<file path="src/rtl/program_sequencer.sv">
// Program sequencer: PC/INC/J1/J2/INST registers, address-bus source mux,
// return-address stack for call/return and a three-state instruction fetcher.
module program_sequencer #(
    parameter int ADDR_W      = 16,
    parameter int DATA_W      = 8,
    parameter int STACK_DEPTH = 4
) (
    input  logic              clock,
    input  logic              reset,
    input  logic [DATA_W-1:0] data_in,
    input  logic [ADDR_W-1:0] addr_in,
    output logic [ADDR_W-1:0] addr_out,
    output logic              addr_oe,
    input  logic              sel_pc,
    input  logic              sel_inc,
    input  logic              sel_j,
    input  logic              ld_j1,
    input  logic              ld_j2,
    input  logic              ld_inst,
    input  logic              ld_inc,
    input  logic              ld_pc,
    input  logic              push_ret,
    input  logic              pop_ret,
    input  logic              fetch_start,
    output logic              fetch_busy,
    output logic              fetch_done,
    output logic [ADDR_W-1:0] pc,
    output logic [DATA_W-1:0] inst,
    output logic [ADDR_W-1:0] j,
    output logic              stack_empty,
    output logic              stack_full,
    output logic              stack_err
);

    localparam int SP_W  = $clog2(STACK_DEPTH + 1);
    localparam int MEM_N = 1 << SP_W;
    localparam logic [SP_W-1:0]   SP_MAX   = SP_W'(STACK_DEPTH);
    localparam logic [SP_W-1:0]   SP_ONE   = SP_W'(1);
    localparam logic [ADDR_W-1:0] ADDR_ONE = ADDR_W'(1);

    localparam logic [1:0] S_IDLE = 2'd0;
    localparam logic [1:0] S_ADDR = 2'd1;
    localparam logic [1:0] S_DATA = 2'd2;
    localparam logic [1:0] S_ADV  = 2'd3;

    logic [1:0]        state;
    logic [ADDR_W-1:0] inc_q;
    logic [DATA_W-1:0] j1;
    logic [DATA_W-1:0] j2;
    logic [SP_W-1:0]   sp;
    logic [ADDR_W-1:0] stack_mem [0:MEM_N-1];
    logic [ADDR_W-1:0] stack_top;

    logic idle;
    logic push_req;
    logic pop_req;
    logic do_push;
    logic do_pop;
    logic do_swap;
    logic err_set;

    // External controls only count while the fetcher is parked in IDLE
    assign idle      = (state == S_IDLE);
    assign push_req  = idle & push_ret;
    assign pop_req   = idle & pop_ret;
    assign stack_top = stack_mem[sp - SP_ONE];

    assign do_pop  = pop_req & ~stack_empty;
    assign do_swap = pop_req & push_req & ~stack_empty;
    assign do_push = push_req & ~pop_req & ~stack_full;
    assign err_set = (pop_req & stack_empty) | (push_req & ~pop_req & stack_full);

    assign stack_empty = (sp == '0);
    assign stack_full  = (sp == SP_MAX);
    assign fetch_busy  = ~idle;
    assign fetch_done  = (state == S_ADV);
    assign j           = {j1, j2};

    always_comb begin
        addr_out = '0;
        addr_oe  = 1'b0;
        case (state)
            S_ADDR, S_DATA: begin
                addr_out = pc;
                addr_oe  = 1'b1;
            end
            S_ADV: begin
                addr_out = inc_q;
                addr_oe  = 1'b1;
            end
            default: begin
                addr_oe = sel_pc | sel_inc | sel_j;
                if (sel_pc)
                    addr_out = pc;
                else if (sel_inc)
                    addr_out = inc_q;
                else if (sel_j)
                    addr_out = {j1, j2};
            end
        endcase
    end

    // Stack storage needs no reset: sp decides which entries are live
    always_ff @(posedge clock) begin
        if (do_push)
            stack_mem[sp] <= inc_q;
        else if (do_swap)
            stack_mem[sp - SP_ONE] <= inc_q;
    end

    always_ff @(posedge clock or posedge reset) begin
        if (reset) begin
            state     <= S_IDLE;
            pc        <= '0;
            inc_q     <= '0;
            j1        <= '0;
            j2        <= '0;
            inst      <= '0;
            sp        <= '0;
            stack_err <= 1'b0;
        end else begin
            case (state)
                S_IDLE: begin
                    if (fetch_start)
                        state <= S_ADDR;
                    if (ld_j1)
                        j1 <= data_in;
                    if (ld_j2)
                        j2 <= data_in;
                    if (ld_inst)
                        inst <= data_in;
                    if (ld_inc)
                        inc_q <= addr_in + ADDR_ONE;
                    // ld_inc suppresses ld_pc even though it does not write PC itself
                    if (do_pop)
                        pc <= stack_top;
                    else if (ld_pc && !ld_inc)
                        pc <= addr_in;
                    if (do_push)
                        sp <= sp + SP_ONE;
                    else if (do_pop && !push_req)
                        sp <= sp - SP_ONE;
                    if (err_set)
                        stack_err <= 1'b1;
                end
                S_ADDR: begin
                    inc_q <= pc + ADDR_ONE;
                    state <= S_DATA;
                end
                S_DATA: begin
                    inst  <= data_in;
                    state <= S_ADV;
                end
                S_ADV: begin
                    pc    <= inc_q;
                    state <= S_IDLE;
                end
                default: state <= S_IDLE;
            endcase
        end
    end

endmodule
</file>
<file path="config.mk">
export PLATFORM = sky130hd
export DESIGN_NAME = program_sequencer
export DESIGN_NICKNAME = d
export VERILOG_FILES = /design/src/rtl/program_sequencer.sv
export SDC_FILE = /design/constraint.sdc
export NUM_CORES = 1
export LEC_CHECK = 0
export CAP_MARGIN = 10
export CORE_MARGIN = 1
export CORE_UTILIZATION = 55
export DETAILED_ROUTE_END_ITERATION = 8
export PLACE_DENSITY = 0.78
export SYNTH_ARGS = -nofsm -noshare
export SYNTH_HDL_FRONTEND = slang
export SYNTH_SLANG_ARGS = --single-unit
</file>
<file path="constraint.sdc">
create_clock -name clock -period 7.94 [get_ports clock]
set_input_delay 1.588 -clock clock [delete_from_list [all_inputs] [get_ports clock]]
set_output_delay 1.588 -clock clock [all_outputs]
set_load 0.01 [all_outputs]
</file>
After elaboration in Yosys (flattened, before gate mapping)
Memories as Yosys holds them, arrays and structs flattened.
Index checks and enable logic that the tools add are counted.

operators by class
  $add $sub $neg = 4
  equality and inequality tests = 8
  multiplexer cells = 24
  bitwise operators = 16
  reduce and logical (&&, ||, !) cells = 20

operator list
  operator               count
  $mux 16                7
  $pmux 16 s2            3
  $add 16x1->16 const B  2
  $pmux 8 s2             1
  $reduce_or 16->1       1
  $reduce_and 2->1       7
  $and 1x1->1            9
  $mux 3                 3
  $mux 8                 1
  $pmux 2 s4             1
  $reduce_bool 2->1      4
  $mux 1                 7
  $ne 2x2->1 const B     3
  $eq 2x2->1 const B     2
  $not 1->1              4
  $add 3x1->3 const B    1
  $eq 3x3->1 const B     1
  $logic_not 3->1        1
  $ne 3x1->1 const B     1
  $or 1x1->1             3
  $reduce_or 3->1        1
  $sub 3x1->3 const B    1
  $eq 2x1->1 const B     1
  $logic_and 1x1->1      2
  4 further kinds        5

storage, ports and cells
  bits in registers = 62
  memory bits (writable) = 128
  input bits = 37
  output and inout port bits = 62
  memories kept = 1

memories
  name       words  width  rd ports  clocked after Yosys merged registers in  write ports  line  source
  stack_mem  8      16     1         0                                        1            51    logic [ADDR_W-1:0] stack_mem [0:MEM_N-1];

Depth between registers and ports, before layout
  depth in word-level cells = 9
  mapped depth = 11
  mapped depth without buffers = 8

Least setup slack after synthesis
OpenSTA, ideal clock, no wires.

  path kind = input-to-output
  start = input sel_inc
  end = output addr_out[11]
  data arrival time = 2549 ps
  required time = 6352 ps
  slack = 3803 ps
  cell stages on the path = 4
  path buffers = 2
  path through = clkbuf_1 buf_1 a211oi_1 nor3_1

on the way
  longest elaborated chain between the ends = 3

RTL lines
  element             line  source
  start: declaration  15    input logic sel_inc,
  $mux 16             95    else if (sel_inc)
  $mux 16             93    if (sel_pc)
  $pmux 16 s2         82    case (state)
  end: declaration    12    output logic [ADDR_W-1:0] addr_out,

Every way passes these cells.

Worst setup path after layout
  start = input sel_inc
  end = output addr_out[7]

The elaborated chain is that of the path after synthesis.

==> run_results.csv <==
group,metric,value,unit
synth,ys_seq_area_share,57.01,%
layout,nets,815,
timing,fin_skew,8.073,ps
worst_setup_path,path_max_fanout,32,
cts,cts_buffers,17,
power_and_ir_drop,switchingPower,1885,uW
layout,drive_above_1_share,16.88,%
worst_setup_path,endpoint,"addr_out[7]",
synth,ys_top_cells_by_area,"edfxtp_1 41%, dfrtp_1 16%, mux4_2 4.8%",
cts,ctsHoldBuffers,0,
power_and_ir_drop,p_seq_share,36.1,%
worst_setup_path,path_buf_inv,2,
placed_design,dpl_cell_area,0.01057,sq mm
timing,tightest_slew,1286,ps
die,die_y,133.2,um
placed_design,dp.cells,970,
worst_setup_path,cp_slowest_cell,"clkdlybuf4s50_1",
run,max_cap_violations,0,
detailed_routing,remaining_drc_errors,0,
outcome,status,"completed",
layout,n_antenna_cell,0,
cts,clockBufferDepth,2,
global_route,track_usage,28.86,%
worst_setup_path,path_cells,"clkdlybuf4s50_1 > nor2b_1 > a221o_1 > o21ai_0 > a21oi_1 > clkdlybuf4s50_1",
synth,synth-edff-count,128,
detailed_routing,num_vias,6800,
global_route,grt_pass1_wl,37960,um
synth,netlist.area_leader.share,40.62,%
global_route,grt_pass1_vias,6581,
power_and_ir_drop,power,4682,uW
placed_design,gp_congestion,0.9365,
worst_setup_path,worstPathRequired,6350,ps
cts,cts_sinks,190,
die,die_area,0.01773,sq mm
worst_setup_path,start_kind,"input port",
detailed_routing,drtIter0Drc,779,
timing,relSlewSlack,14.06,%
worst_setup_path,critPathMostFrequentCell,"clkdlybuf4s50_1",
power_and_ir_drop,comb_power_share,46.7,%
layout,utilization,66.59,%
worst_setup_path,startpoint,"sel_inc",
placed_design,port_buffers,98,
synth,syn_area,0.009463,sq mm
timing,slew_violations,0,
synth,yosys.area.top_type,"edfxtp_1",
cts,postCtsSetupRepairBufs,0,
cts,cts_resized,0,
worst_setup_path,cpPeakStageDelay,980,ps
layout,instances_no_fill,1002,
global_route,grt_max_degree,63,
detailed_routing,ant_nets,0,
worst_setup_path,critPathTopFamily,"buffers and inverters",
die,core,0.01670,sq mm
cts,clock-root-buffer,"clkbuf_16",
worst_setup_path,reg2reg_from,"sp[0]$_DFFE_PP0P_",
cts,cts.clk_slew.worst_paths,70,ps
power_and_ir_drop,switching_share,40.26,%
worst_setup_path,critPathCaptureType,"output port",
detailed_routing,first_pass_iters,5,
worst_setup_path,critPathKind,"input port to output port",
worst_setup_path,reg2reg_depth,8,
die,core.rowCount,47,
timing,setup_viol,0,
worst_setup_path,arrival,4000,ps
placed_design,dpl.hpwl,16520,um
global_route,overflow,0,
worst_setup_path,r2r_slack,4330,ps
synth,ys_async_sr_fraction,32.63,%
die,io_pins,99,
power_and_ir_drop,clock_power_share,17.2,%
global_route,antenna_found_initial,0,
timing,hold_viol,0,
timing,timing.setup.tns,0,ps
hold_path,hold_depth,1,
timing,period_needed,5592,ps
layout,design_area,0.01112,sq mm
die,start_util,56.66,%
synth,syn_inst,687,
synth,ys.flop_type,"edfxtp_1",
detailed_routing,wire_per_inst,24.53,um
synth,synth_cell_types,58,
synth,syn_avg_cell_area,13.77,sq um
detailed_routing,finalWirelength,24580,um
detailed_routing,avgViaCountPerCell,6.786,
worst_setup_path,reg2reg_to,"stack_mem[1][7]$_DFFE_PP_",
timing,fin_crit_sh,70.43,%
power_and_ir_drop,leakage,0.004280,uW
cts,h-tree-depth,4,
cts,tritoncts,"done",
synth,yosysWarnings,0,
layout,syn_to_final_growth,17.52,%
timing,rsz0062_at_grt,"false",
power_and_ir_drop,vdd_drop_max,436.7,uV
worst_setup_path,crit_cells,6,
timing,fmax,0.1788,GHz
power_and_ir_drop,pwr_density_cell,421.0,mW/mm^2
cts,clock_latency,440,ps
synth,yosys_register_bits,190,
die,die_w,133.2,um
power_and_ir_drop,p_int,2797,uW
synth,synth_fp_nets,733,
hold_path,hp-class,"flip-flop to flip-flop",
==> Yosys cell counts, types with 2 or more instances <==
library cell / count
edfxtp_1: 128
dfrtp_1: 62
nand2_1: 44
a21oi_1: 38
mux2_2: 33
o211a_1: 32
o21ai_0: 29
a211oi_1: 26
clkbuf_1: 24
nor2_1: 21
nor2b_1: 21
mux4_2: 20
o31ai_1: 20
nor3_1: 18
buf_2: 16
a2111oi_2: 15
mux2i_1: 13
inv_1: 12
mux4_1: 12
and4_1: 9
ha_1: 9
nand3_1: 9
nand4_1: 5
xnor2_1: 5
a221o_1: 4
a31oi_1: 4
buf_4: 4
nand3b_1: 4
o22ai_1: 4
a221oi_1: 3
and2_1: 3
buf_1: 3
buf_6: 3
nand4b_1: 3
or2_2: 3
or3_1: 3
a31o_2: 2
buf_12: 2
xor2_1: 2
==> worst reg2reg max path, stage by stage (launching register included) <==
cell,delay (ps)
dfrtp_2,340
buf_4,520
inv_1,260
ha_1,370
nand2b_1,500
and4_1,300
nand3_1,140
a21oi_1,520
buf_4,350
==> state kept, by name (all words and copies together), names as in the netlist <==
register	flops
state	2
sp	3
pc	16
j1	8
stack_err	1
stack_mem	128
inst	8
j2	8
inc_q	16
==> worst min-delay path by stage <==
stage | from | to | slack [ps]
3_5_place_dp | stack_err$_DFFE_PP0P_ | stack_err$_DFFE_PP0P_ | 470
5_1_grt | stack_err$_DFFE_PP0P_ | stack_err$_DFFE_PP0P_ | 490
4_1_cts | stack_err$_DFFE_PP0P_ | stack_err$_DFFE_PP0P_ | 480
3_3_place_gp | stack_err$_DFFE_PP0P_ | stack_err$_DFFE_PP0P_ | 450
2_1_floorplan | stack_err$_DFFE_PP0P_ | stack_err$_DFFE_PP0P_ | 510
6_report | stack_err$_DFFE_PP0P_ | stack_err$_DFFE_PP0P_ | 480
==> metal layers <==
| layer | part of all wire, % | GRT usage (%) | up-vias |
|---|---|---|---|
| met3 | 9.0 | 6.811 | 53 |
| met5 | 0 | 0 | - |
| met1 | 40 | 40.14 | 3440 |
| met2 | 48 | 44.47 | 408 |
| met4 | 3.0 | 11.05 | 0 |
| li1 | - | - | 2899 |
==> per-stage QoR <==
stage	hold WS, ps	worst slack [ps]
CTS	483.6	2411
detailed placement	467.6	2422
global placement	451.5	2563
finish	479.3	2348
global route	487.2	2253
floorplan	511.7	3803
==> cells in the final DEF, fill, tap and decap left out, types with 3 or more instances in the layout <==
cell,instances
edfxtp_1,128
clkdlybuf4s50_1,98
dfrtp_1,61
nand2_1,44
a21oi_1,38
mux2_2,33
o211a_1,32
o21ai_0,29
a211oi_1,26
nor2b_1,21
nor2_1,21
mux4_2,20
o31ai_1,20
nor3_1,18
clkbuf_16,17
buf_4,17
a2111oi_2,15
mux2i_1,13
mux4_1,12
inv_1,11
nand3_1,9
and4_1,9
ha_1,8
xnor2_1,5
nand4_1,5
and2_1,4
a221o_1,4
nand3b_1,4
a31oi_1,4
o22ai_1,4
or2_2,3
a221oi_1,3
or3_1,3
nand4b_1,3
inv_6,3
inv_8,3
clkinvlp_4,3
==> kinds of logic after synthesis <==
family	Yosys count	share of synthesized area, %
muxes	78	13.39
AOI/OAI and AO/OA	190	15.95
buffers and inverters	64	3.491
xor gates and xnor gates	7	0.6479
DFF	190	57.01
adders and majority gates	9	1.190
and+or+nand+nor	149	8.317
==> layout make-up <==
type	instances	area [sq um]
clock buffers	17	425.4
repair buffers	115	1109
well taps	220	275.3
inverters	12	45.04
clock inverters	15	130.1
multi-input cells	433	3740
fillers	1185	5580
flip-flops and latches	190	5396
==> power groups by stage <==
| stage | combinational, uW | clock, uW | sequential, uW |
|---|---|---|---|
| CTS | 2170 | 814 | 1680 |
| global placement | 2080 | 0 | 1680 |
| finish | 2180 | 805 | 1690 |
| floorplan | 1390 | 0 | 1610 |
| detailed placement | 2150 | 0 | 1700 |
| global route | 2340 | 850 | 1710 |
(Power assumes the default switching activity.)
